===== src/rtl/store_queue_if.sv =====
// Store-queue handshake bundle: MEM-stage store port, data-memory write port and status.
// The master drives stores and memory acks; the slave is the queue.
interface store_queue_if;
  logic        st_valid_i;
  logic        st_ready_o;
  logic [31:0] st_addr_i;
  logic [31:0] st_data_i;
  logic [1:0]  st_size_i;
  logic        dm_req_o;
  logic        dm_ack_i;
  logic [31:0] dm_addr_o;
  logic [3:0]  dm_we_o;
  logic [31:0] dm_wdata_o;
  logic        sq_empty_o;
  logic [4:0]  sq_count_o;
  logic        st_ades_o;
  logic [31:0] st_badvaddr_o;

  modport master (
    output st_valid_i, st_addr_i, st_data_i, st_size_i, dm_ack_i,
    input  st_ready_o, dm_req_o, dm_addr_o, dm_we_o, dm_wdata_o,
           sq_empty_o, sq_count_o, st_ades_o, st_badvaddr_o
  );

  modport slave (
    input  st_valid_i, st_addr_i, st_data_i, st_size_i, dm_ack_i,
    output st_ready_o, dm_req_o, dm_addr_o, dm_we_o, dm_wdata_o,
           sq_empty_o, sq_count_o, st_ades_o, st_badvaddr_o
  );
endinterface


===== src/rtl/store_queue.sv =====
// Post-MEM store buffer: formats sb/sh/sw into byte-swapped memory lanes and drains them in FIFO order.
// Optional misaligned-store trap enabled by defining ST_ALIGN_CHK_EN.
module store_queue #(
  parameter int unsigned DEPTH = 4
) (
  input logic         clk,
  input logic         rst,
  store_queue_if.slave sq
);

  localparam int unsigned PTR_W = (DEPTH > 1) ? $clog2(DEPTH) : 1;
  localparam int unsigned CNT_W = 5;

  typedef struct packed {
    logic [29:0] word_addr;
    logic [3:0]  we;
    logic [31:0] wdata;
  } sq_entry_t;

  // Lane formatting; address offset 0 lives in lane [31:24].
  function automatic sq_entry_t format_store(input logic [31:0] addr,
                                             input logic [31:0] data,
                                             input logic [1:0]  size);
    sq_entry_t e;
    e           = '0;
    e.word_addr = addr[31:2];
    case (size)
      2'b00: begin
        case (addr[1:0])
          2'b00:   begin e.we = 4'b1000; e.wdata[31:24] = data[7:0]; end
          2'b01:   begin e.we = 4'b0100; e.wdata[23:16] = data[7:0]; end
          2'b10:   begin e.we = 4'b0010; e.wdata[15:8]  = data[7:0]; end
          default: begin e.we = 4'b0001; e.wdata[7:0]   = data[7:0]; end
        endcase
      end
      2'b01: begin
        if (addr[1]) begin
          e.we          = 4'b0011;
          e.wdata[15:0] = {data[7:0], data[15:8]};
        end else begin
          e.we           = 4'b1100;
          e.wdata[31:16] = {data[7:0], data[15:8]};
        end
      end
      default: begin
        e.we    = 4'b1111;
        e.wdata = {data[7:0], data[15:8], data[23:16], data[31:24]};
      end
    endcase
    return e;
  endfunction

  sq_entry_t          mem [DEPTH];
  sq_entry_t          head_q, head_n, new_entry;
  logic [CNT_W-1:0]   count_q, count_n, remain;
  logic [PTR_W-1:0]   rd_ptr_q, rd_ptr_n, wr_ptr_q, wr_ptr_n;
  logic               req_q, req_n;
  logic               empty_q, empty_n;
  logic               not_full_q, not_full_n;
  logic               accept, misaligned, push, pop;

`ifdef ST_ALIGN_CHK_EN
  logic               ades_q, ades_n;
  logic [31:0]        badvaddr_q, badvaddr_n;
`endif

  // Next-state: handshake, pointer/count update and the head entry presented after the edge.
  always_comb begin
    accept     = sq.st_valid_i && sq.st_ready_o;
    misaligned = 1'b0;
`ifdef ST_ALIGN_CHK_EN
    misaligned = ((sq.st_size_i == 2'b01) && sq.st_addr_i[0]) ||
                 (sq.st_size_i[1] && (sq.st_addr_i[1:0] != 2'b00));
`endif
    push      = accept && !misaligned;
    pop       = req_q && sq.dm_ack_i;
    new_entry = format_store(sq.st_addr_i, sq.st_data_i, sq.st_size_i);

    remain     = count_q - CNT_W'(pop);
    count_n    = remain + CNT_W'(push);
    rd_ptr_n   = rd_ptr_q + PTR_W'(pop);
    wr_ptr_n   = wr_ptr_q + PTR_W'(push);
    req_n      = (count_n != '0);
    empty_n    = (count_n == '0);
    not_full_n = (count_n < CNT_W'(DEPTH));

    // An entry written this edge is not yet visible in mem, so forward it when it becomes head.
    head_n = '0;
    if (count_n != '0) begin
      if (remain == '0) head_n = new_entry;
      else              head_n = mem[rd_ptr_n];
    end

`ifdef ST_ALIGN_CHK_EN
    ades_n     = accept && misaligned;
    badvaddr_n = (accept && misaligned) ? sq.st_addr_i : badvaddr_q;
`endif
  end

  always_ff @(posedge clk) begin
    if (rst) begin
      for (int i = 0; i < int'(DEPTH); i++) mem[i] <= '0;
      head_q     <= '0;
      count_q    <= '0;
      rd_ptr_q   <= '0;
      wr_ptr_q   <= '0;
      req_q      <= 1'b0;
      empty_q    <= 1'b1;
      not_full_q <= 1'b1;
`ifdef ST_ALIGN_CHK_EN
      ades_q     <= 1'b0;
      badvaddr_q <= '0;
`endif
    end else begin
      if (push) mem[wr_ptr_q] <= new_entry;
      head_q     <= head_n;
      count_q    <= count_n;
      rd_ptr_q   <= rd_ptr_n;
      wr_ptr_q   <= wr_ptr_n;
      req_q      <= req_n;
      empty_q    <= empty_n;
      not_full_q <= not_full_n;
`ifdef ST_ALIGN_CHK_EN
      ades_q     <= ades_n;
      badvaddr_q <= badvaddr_n;
`endif
    end
  end

  // Ready is held off for as long as reset is asserted, and rises in the first cycle after it drops.
  assign sq.st_ready_o = not_full_q && !rst;
  assign sq.dm_req_o   = req_q;
  assign sq.dm_addr_o  = {head_q.word_addr, 2'b00};
  assign sq.dm_we_o    = head_q.we;
  assign sq.dm_wdata_o = head_q.wdata;
  assign sq.sq_empty_o = empty_q;
  assign sq.sq_count_o = count_q;

`ifdef ST_ALIGN_CHK_EN
  assign sq.st_ades_o     = ades_q;
  assign sq.st_badvaddr_o = badvaddr_q;
`else
  assign sq.st_ades_o     = 1'b0;
  assign sq.st_badvaddr_o = '0;
`endif

endmodule


===== src/flat_wrapper.sv =====
// flat-port wrapper written by rule: the top's interface ports become plain ports
module store_queue_flat 
#(
  parameter int unsigned DEPTH = 4
)
  (clk, rst, sq_st_valid_i, sq_st_addr_i, sq_st_data_i, sq_st_size_i, sq_dm_ack_i, sq_st_ready_o, sq_dm_req_o, sq_dm_addr_o, sq_dm_we_o, sq_dm_wdata_o, sq_sq_empty_o, sq_sq_count_o, sq_st_ades_o, sq_st_badvaddr_o);
  store_queue_if sq_i ();
  input logic clk;
  input logic rst;
  input wire logic [$bits(sq_i.st_valid_i)-1:0] sq_st_valid_i;
  input wire logic [$bits(sq_i.st_addr_i)-1:0] sq_st_addr_i;
  input wire logic [$bits(sq_i.st_data_i)-1:0] sq_st_data_i;
  input wire logic [$bits(sq_i.st_size_i)-1:0] sq_st_size_i;
  input wire logic [$bits(sq_i.dm_ack_i)-1:0] sq_dm_ack_i;
  output wire logic [$bits(sq_i.st_ready_o)-1:0] sq_st_ready_o;
  output wire logic [$bits(sq_i.dm_req_o)-1:0] sq_dm_req_o;
  output wire logic [$bits(sq_i.dm_addr_o)-1:0] sq_dm_addr_o;
  output wire logic [$bits(sq_i.dm_we_o)-1:0] sq_dm_we_o;
  output wire logic [$bits(sq_i.dm_wdata_o)-1:0] sq_dm_wdata_o;
  output wire logic [$bits(sq_i.sq_empty_o)-1:0] sq_sq_empty_o;
  output wire logic [$bits(sq_i.sq_count_o)-1:0] sq_sq_count_o;
  output wire logic [$bits(sq_i.st_ades_o)-1:0] sq_st_ades_o;
  output wire logic [$bits(sq_i.st_badvaddr_o)-1:0] sq_st_badvaddr_o;
  assign sq_i.st_valid_i = sq_st_valid_i;
  assign sq_i.st_addr_i = sq_st_addr_i;
  assign sq_i.st_data_i = sq_st_data_i;
  assign sq_i.st_size_i = sq_st_size_i;
  assign sq_i.dm_ack_i = sq_dm_ack_i;
  assign sq_st_ready_o = sq_i.st_ready_o;
  assign sq_dm_req_o = sq_i.dm_req_o;
  assign sq_dm_addr_o = sq_i.dm_addr_o;
  assign sq_dm_we_o = sq_i.dm_we_o;
  assign sq_dm_wdata_o = sq_i.dm_wdata_o;
  assign sq_sq_empty_o = sq_i.sq_empty_o;
  assign sq_sq_count_o = sq_i.sq_count_o;
  assign sq_st_ades_o = sq_i.st_ades_o;
  assign sq_st_badvaddr_o = sq_i.st_badvaddr_o;
  store_queue #(.DEPTH(DEPTH)) u_core (.clk(clk), .rst(rst), .sq(sq_i));
endmodule

===== config.mk =====
export PLATFORM = sky130hd
export DESIGN_NAME = store_queue_flat
export DESIGN_NICKNAME = d
export VERILOG_FILES = /design/src/rtl/store_queue_if.sv /design/src/rtl/store_queue.sv /design/src/flat_wrapper.sv
export SDC_FILE = /design/constraint.sdc
export NUM_CORES = 1
export LEC_CHECK = 0
export CAP_MARGIN = 40
export CORE_MARGIN = 2
export CORE_UTILIZATION = 30
export CTS_BUF_LIST = sky130_fd_sc_hd__clkbuf_4 sky130_fd_sc_hd__clkbuf_8 sky130_fd_sc_hd__clkbuf_16
export CTS_CLUSTER_DIAMETER = 60
export DETAILED_ROUTE_END_ITERATION = 16
export SYNTH_ARGS = -nofsm -noshare
export SYNTH_HDL_FRONTEND = slang
export SYNTH_SLANG_ARGS = --single-unit

===== constraint.sdc =====
create_clock -name clk -period 6.2 [get_ports clk]
set_input_delay 0.62 -clock clk [delete_from_list [all_inputs] [get_ports clk]]
set_output_delay 0.62 -clock clk [all_outputs]
set_load 0.02 [all_outputs]

==> results by group <==
Placed design
  • Placement Cell Area: 16,900 um2
  • GP Congestion: 0.770
  • Dpl hpwl: 21.6 mm
  • I/O Buffers: 143
  • Place WS: 1.52 ns
  • Placed Instances: 1,829

Cells and area
  • Final core utilization: 37.4%
  • Final-layout fill cell count: 4,653
  • N_diodes: 0
  • Layout cell share with drive strength beyond 1: 14.6%
  • Area Overhead vs Synth: 23.6%
  • Nets: 1,284
  • Layout Cells excl Fill: 1,904
  • Final instance area: 18,300 um2

Logic synthesis
  • Synth top area cells: edfxtp_1 54%, dfxtp_1 11%, mux4_2 10%, and2_1 5.3%, nor2_1 5.2%
  • Yosys top cell area share: 53.7%
  • Ys flop type: edfxtp_1
  • Netlist Area Pre-Place: 14,800 um2
  • Yosys cell types: 52
  • Mean Syn Cell Area: 13.8 um2
  • EDFF count, synth: 264
  • Ys async rst share: 0%
  • Commonest cells post-synth: 264 x edfxtp_1, 203 x nor2_1, 124 x and2_1
  • Dominant cell type by area after synthesis: edfxtp_1
  • #FFs+latches synth: 342
  • Synth Warn #: 0
  • Sequential area share after synthesis: 64.3%
  • Most common cell in the synthesized netlist: edfxtp_1
  • Post-Synthesis Cells: 1,074

Clock tree
  • H-tree levels: 2
  • CTS hold repair buffers: 0
  • Post-cts resize count: 0
  • Worst skew pair latency: 0.54 ns
  • CTS Sinks: 342
  • CTS Buf Count: 41
  • Postcts setup bufs: 0
  • Worst-case clock buffer depth: 3
  • CTS root buffer: clkbuf_16
  • TritonCTS clock tree: yes
  • Clock slew seen by the registers of the worst setup and hold paths: 0.06 ns

Worst setup path
  • CP Data Required Time: 6.60 ns
  • Crit Path Max Fanout: 38
  • Max incr delay on CP: 0.72 ns
  • Critical path arrival: 4.51 ns
  • Crit-path cells: clkdlybuf4s50_1 -> nor2b_2 -> nand2_1 -> buf_4 -> inv_1 -> ha_1 -> ha_1 -> or4b_1 -> o21ai_1 -> a311oi_1 -> o41ai_4 -> buf_4 -> nor2_1
  • Startpoint Class: input port
  • Setup CP Type: input port to register
  • Buf+Inv Stages, Crit Path: 4
  • Critical path's top delay family: buffers and inverters
  • Slowest-stage cell, CP: clkdlybuf4s50_1
  • CP Capture Type: register

GRT
  • Initial antenna violation count: 3
  • GRT Resource Usage Total: 14.6%
  • Pin count of the biggest net entering global routing: 73
  • First-pass GRT wire length: 56.5 mm
  • Total gr overflow: 0
  • Number of global-route vias before repair: 9,372

Detailed routing
  • Per-cell routed wire length: 19.4 um
  • Remaining DRCs: 0
  • Post-Route WL: 37.0 mm
  • Initial DRC count: 629
  • Remaining antenna violation count: 0
  • Vias per cell: 4.75
  • Via count: 9,035
  • Drt pass-1 iters: 8

Pwr
  • Max rail drop VDD: 0.000325 V
  • Total power: 7.80 mW
  • Pwr dens: 427 nW/um2
  • Leakage: 6.76 nW

Timing
  • RSZ-0062 raised after global routing: false
  • Final Cycle Share: 66.4%
  • Worst Skew: 0.0221 ns
  • Final hold violation count: 0
  • Fin crit period: 4.12 ns
  • Final setup margin: 2.08 ns
  • Final setup vio count: 0
  • Hold_ws: 0.635 ns
  • Final Max Tran Viols: 0
  • F_max: 0.243 GHz
  • Slew @ Worst Pin: 1.04 ns
  • Relative slew slack: 30.5%
  • Setup TNS: 0 ns

Die
  • Die Span X: 226 um
  • Area of the die: 51,000 um2
  • Core region area: 48,700 um2
  • Row count: 81
  • I/O Pins: 179
  • Initial Util: 30.3%
  • Chip height: 226 um

Min path
  • Hold WC Path Type: register to register

Job
  • Max Cap Viol: 0

Run status
  • Run status: complete, no violations
-- cell type report --
type	instances	area [um2]	area share (%)
multi-input cells	649	4920	26.9
clock inverters	19	154	0.843
inverters	6	22.5	0.123
clock buffers	56	1200	6.57
repair buffers	168	1640	8.99
flip-flops and latches	342	9490	52.0
well taps	664	831	4.55
-- sequential cells by signal, summed over array words and instances, names as in the netlist --
signal	count
u_core.mem	264
u_core.sq.dm_wdata_o	32
u_core.sq.dm_addr_o	30
u_core.sq.sq_count_o	5
u_core.sq.dm_we_o	4
u_core.rd_ptr_q	2
u_core.wr_ptr_q	2
u_core.not_full_q	1
u_core.sq.dm_req_o	1
u_core.sq.sq_empty_o	1
-- cell usage in the layout (no fill, tap or decap), drive strengths merged, types with 10 or more instances in the layout --
| cell | count |
|---|---|
| nor2 | 203 |
| buf | 24 |
| and2 | 124 |
| nor3b | 10 |
| a21oi | 32 |
| clkbuf | 56 |
| nand2 | 16 |
| clkdlybuf4s50 | 143 |
| clkinv | 14 |
| edfxtp | 264 |
| mux4 | 66 |
| and3 | 30 |
| nor2b | 16 |
| dfxtp | 78 |
| conb | 35 |
| mux2i | 30 |
-- worst paths after layout --
kind                        endpoint  slack [ns]  cells after the start                from
max          u_core.sq.dm_addr_o[26]        2.08                     13                 rst
min               u_core.wr_ptr_q[1]        0.63                      2  u_core.wr_ptr_q[1]
max reg2reg  u_core.sq.dm_addr_o[26]        2.56                     12   u_core.not_full_q
min reg2reg       u_core.wr_ptr_q[1]        0.63                      2  u_core.wr_ptr_q[1]
-- logic make-up (layout without fill, tap and decap cells) --
kind of cell,count (synthesis),after routing,synth area share [%]
AND/OR/NAND/NOR,422,422,14.5
adder cells (fa/ha/maj),6,6,0.508
buffers and inverters,117,249,4.08
flip-flops,342,342,64.3
AO/OA/AOI/OAI,84,84,4.07
XOR/XNOR,6,6,0.449
other,1,35,0.0254
multiplexers,96,96,12.1
-- tightest hold or removal path, stage by stage, from the launching register on --
cell,delay (ns)
dfxtp_1,0.39
xnor2_1,0.17
nor2_1,0.04
-- layer usage --
| layer | up-vias | part of all wire [%] | GRT usage [%] |
|---|---|---|---|
| met3 | 49 | 6.2 | 2.91 |
| met4 | 6 | 1.9 | 3.59 |
| met2 | 286 | 49 | 25.2 |
| li1 | 4120 | - | - |
| met5 | - | 0.11 | 0 |
| met1 | 4574 | 43 | 18.7 |
-- power breakdown --
part | switching, mW | internal (mW) | total, mW
sequential | 0.121 | 2.79 | 2.91
combinational | 1.44 | 1.08 | 2.52
clock | 0.957 | 1.41 | 2.37
(Power assumes the default switching activity.)
==> patch 1 (same settings) <==
`DEPTH` is set to 4 in 2 places; all go to 2.
--- a/src/rtl/store_queue.sv
+++ b/src/rtl/store_queue.sv
@@ -2,5 +2,5 @@
 // Optional misaligned-store trap enabled by defining ST_ALIGN_CHK_EN.
 module store_queue #(
-  parameter int unsigned DEPTH = 4
+  parameter int unsigned DEPTH = 2
 ) (
   input logic         clk,
--- a/src/flat_wrapper.sv
+++ b/src/flat_wrapper.sv
@@ -2,5 +2,5 @@
 module store_queue_flat 
 #(
-  parameter int unsigned DEPTH = 4
+  parameter int unsigned DEPTH = 2
 )
   (clk, rst, sq_st_valid_i, sq_st_addr_i, sq_st_data_i, sq_st_size_i, sq_dm_ack_i, sq_st_ready_o, sq_dm_req_o, sq_dm_addr_o, sq_dm_we_o, sq_dm_wdata_o, sq_sq_empty_o, sq_sq_count_o, sq_st_ades_o, sq_st_badvaddr_o);
Function: changed (a bounded check fails within 4 cycles, from zero or initial values and one cycle with rst high).
==> patch 1 against the original RTL <==
  * Non-clock buffer count down 12
  * Wire length is 41% lower
  * Clock power is 39% lower
  * Total power is 32% lower
  * Combinational power shrank 19%
  * Register-to-register slack improved by 0.48 ns
  * Final area fell by 38%
  * Maximum frequency increased by 11%
  * Global-route usage down 0.74 points
  * Final cell count shrank 34%
  * Area after synthesis shrank 40%
  * Die area down 40%
  * Setup slack better by 0.41 ns
  * Sequential cell count fell by 134
  * Highest routed layer unchanged
==> patch 1: results (changes against the original RTL) <==
- Post-Route Skew: 0.02183 ns (-0.0002639 ns)
- Relative slew slack: 0.3486 (+0.04383)
- Buffering overhead: 0.1413 (+0.05135)
- Clock-cell share: 0.07273 (-0.001432)
- Antenna violations before repair: 1 (-2)
- Multi-input gate area: 2945 sq um (-40%)
- Share of cells above drive strength 1: 0.09350 (-0.05247)
- Status: complete, no violations
- Clock buffers: 37 (-34%)
- Tot GR Track Use: 0.1384 (-0.007409)
- #FFs+latches synth: 208 (-39%)
- FF-to-FF setup slack: 3.04 ns (+0.48 ns)
- Worst R2R End: u_core.sq.dm_wdata_o[8]$_SDFF_PP0_
- Worst Path Max Fanout: 36 (-5.3%)
- Post-synth EDFFs: 132 (-50%)
- Inverters: 7 (+1)
- Setup ws final: 2.487 ns (+0.4050 ns)
- Complex-gate fraction of the synthesized area: 0.1162 (+0.07554)
- Register area share after synthesis: 0.6228 (-0.01973)
- TritonRoute pass-1 iters: 7 (-1)
- Pleak: 4.405 nW (-35%)
- Multiplexer share of the synthesized area: 0.04660 (-0.07439)
- Setup WS pre-CTS: 2.010 ns (+0.4935 ns)
- Fill count: 2739 (-41%)
- Vias in the first global route: 5812 (-38%)
- Max incr delay on CP: 0.76 ns (+0.04 ns)
- #MultiIn Comb: 461 (-29%)
- Combinational share of power: 0.384 (+0.061)
- Post-synthesis adder-cell area fraction: 0.005683 (+0.0005992)
- Initial DRC count: 478 (-24%)
- Area contributors post-synth: edfxtp_1 45%, dfxtp_1 17%, a211oi_1 6.4%
- Most instantiated cells after synthesis: 132 x edfxtp_1, 97 x nor2_1, 76 x dfxtp_1
==> patch 1: cell count changes after synthesis, moves of 9 or more <==
| cell | unedited run | this run |
|---|---|---|
| a211oi_1 | 0 | 75 |
| a211oi_2 | 0 | 10 |
| a21oi_1 | 32 | 11 |
| and2_1 | 124 | 34 |
| and3_1 | 30 | 47 |
| clkbuf_1 | 54 | 40 |
| edfxtp_1 | 264 | 132 |
| mux4_2 | 66 | 0 |
| nand3_1 | 1 | 10 |
| nor2_1 | 203 | 97 |
| nor2b_1 | 16 | 32 |
| nor3b_1 | 10 | 0 |
==> patch 1: routing by layer <==
| layer | routed length (um) | track usage | part of all wire | vias to the layer above |
|---|---|---|---|---|
| met5 | 11 | 0 | 0.00050 | - |
| met3 | 1248 | 0.02814 | 0.057 | 44 |
| li1 | - | - | - | 2854 |
| met4 | 655 | 0.04479 | 0.030 | 2 |
| met1 | 10290 | 0.1952 | 0.47 | 2916 |
| met2 | 9800 | 0.2128 | 0.45 | 204 |
==> patch 2 (same flow settings) <==
Without the edit above. Reset style: asynchronous (`rst`), changed in one clocked block.
--- a/src/rtl/store_queue.sv
+++ b/src/rtl/store_queue.sv
@@ -98,5 +98,5 @@
   end
 
-  always_ff @(posedge clk) begin
+  always_ff @(posedge clk or posedge rst) begin
     if (rst) begin
       for (int i = 0; i < int'(DEPTH); i++) mem[i] <= '0;
Function: differs if rst is asserted again (counterexample within 4 cycles, from zero or initial values and one cycle with rst high); with rst held inactive, the same outputs for 4 cycles.
==> patch 2 against the original RTL <==
  * Final area shrank 0.14%
  * Hold slack worse by 0.17 ns
  * Area after synthesis rose by 1.4%
  * Setup slack gained 0.79 ns
  * Critical path depth decreased by 2
  * Total power is 21% higher
  * Core utilization shrank 0.36 points
  * Wire length increased by 7.7%
  * Sequential cell count is the same
==> patch 2: results (changes against the original RTL) <==
- Synth cell types: 40 (-23%)
- Final HPWL DP: 24230 um (+12%)
- Area contributors post-synth: dfrtp_1 57%, nand2_1 11%, mux4_2 9.9%
- Status: complete, no violations
- Fin Hold WS: 0.4693 ns (-0.1656 ns)
- Post-Syn Instances: 1384 (+29%)
- Clock-cell share: 0.06740 (-0.006762)
- First-pass GRT wire length: 62380 um (+10%)
- Worst Path Max Fanout: 40 (+5.3%)
- Sequential cell count: 342 (unchanged)
- Nets@finish: 1571 (+22%)
- Max incr delay on CP: 0.50 ns (-0.22 ns)
- Slew of the pin with the lowest slew margin: 0.9010 ns (-0.1419 ns)
- CTS buffer count: 38 (-7.3%)
- Buffering overhead: 0.09184 (+0.001909)
- Worst R2R End: u_core.sq.dm_wdata_o[10]$_DFF_PP0_
- Vias in the first global route: 10.76k (+15%)
- Register area share after synthesis: 0.5717 (-0.07081)
- Setup WS pre-CTS: 2.335 ns (+0.8184 ns)
- Inverters: 9 (+3)
- Multiplexer share of the synthesized area: 0.1444 (+0.02341)
- Async set or reset register ratio after synthesis: 1.000 (+1.000)
- Max VDD drop: 0.0003539 V (+9.0%)
- Post-Route Skew: 0.01692 ns (-0.005172 ns)
- Setup ws final: 2.872 ns (+0.7906 ns)
- FF-to-FF setup slack: 2.96 ns (+0.40 ns)
- Fill count: 4838 (+4.0%)
- Post-DP Area: 17000 sq um (+0.59%)
- Pwr Density: 516.3 nW/um^2 (+21%)
- CP top delay family: simple AND/OR/NAND/NOR gates
- Antenna violations before repair: 2 (-1)
## patch 2: worst max-delay path by stage
stage	start	to
5_1_grt	sq_dm_ack_i	u_core.sq.dm_wdata_o[25]$_DFF_PP0_
3_3_place_gp	sq_dm_ack_i	u_core.sq.dm_wdata_o[7]$_DFF_PP0_
3_5_place_dp	sq_dm_ack_i	u_core.sq.dm_wdata_o[10]$_DFF_PP0_
4_1_cts	sq_dm_ack_i	u_core.sq.dm_wdata_o[26]$_DFF_PP0_
6_report	sq_dm_ack_i	u_core.sq.dm_wdata_o[10]$_DFF_PP0_
2_1_floorplan	rst	u_core.mem[0]$_DFFE_PP0P_
## patch 2: report_power, final
group / internal (mW) / switching [mW]
logic: 1.72 / 1.81
clock network: 1.31 / 0.909
registers: 3.19 / 0.479
total: 6.22 / 3.20
## patch 2: per-layer routing
layer,vias to the layer above,wire length [um],GRT usage
met4,4,692,0.03268
met2,288,18690,0.2558
li1,4837,-,-
met3,53,2361,0.02981
met5,-,26,0
met1,5275,18090,0.2136
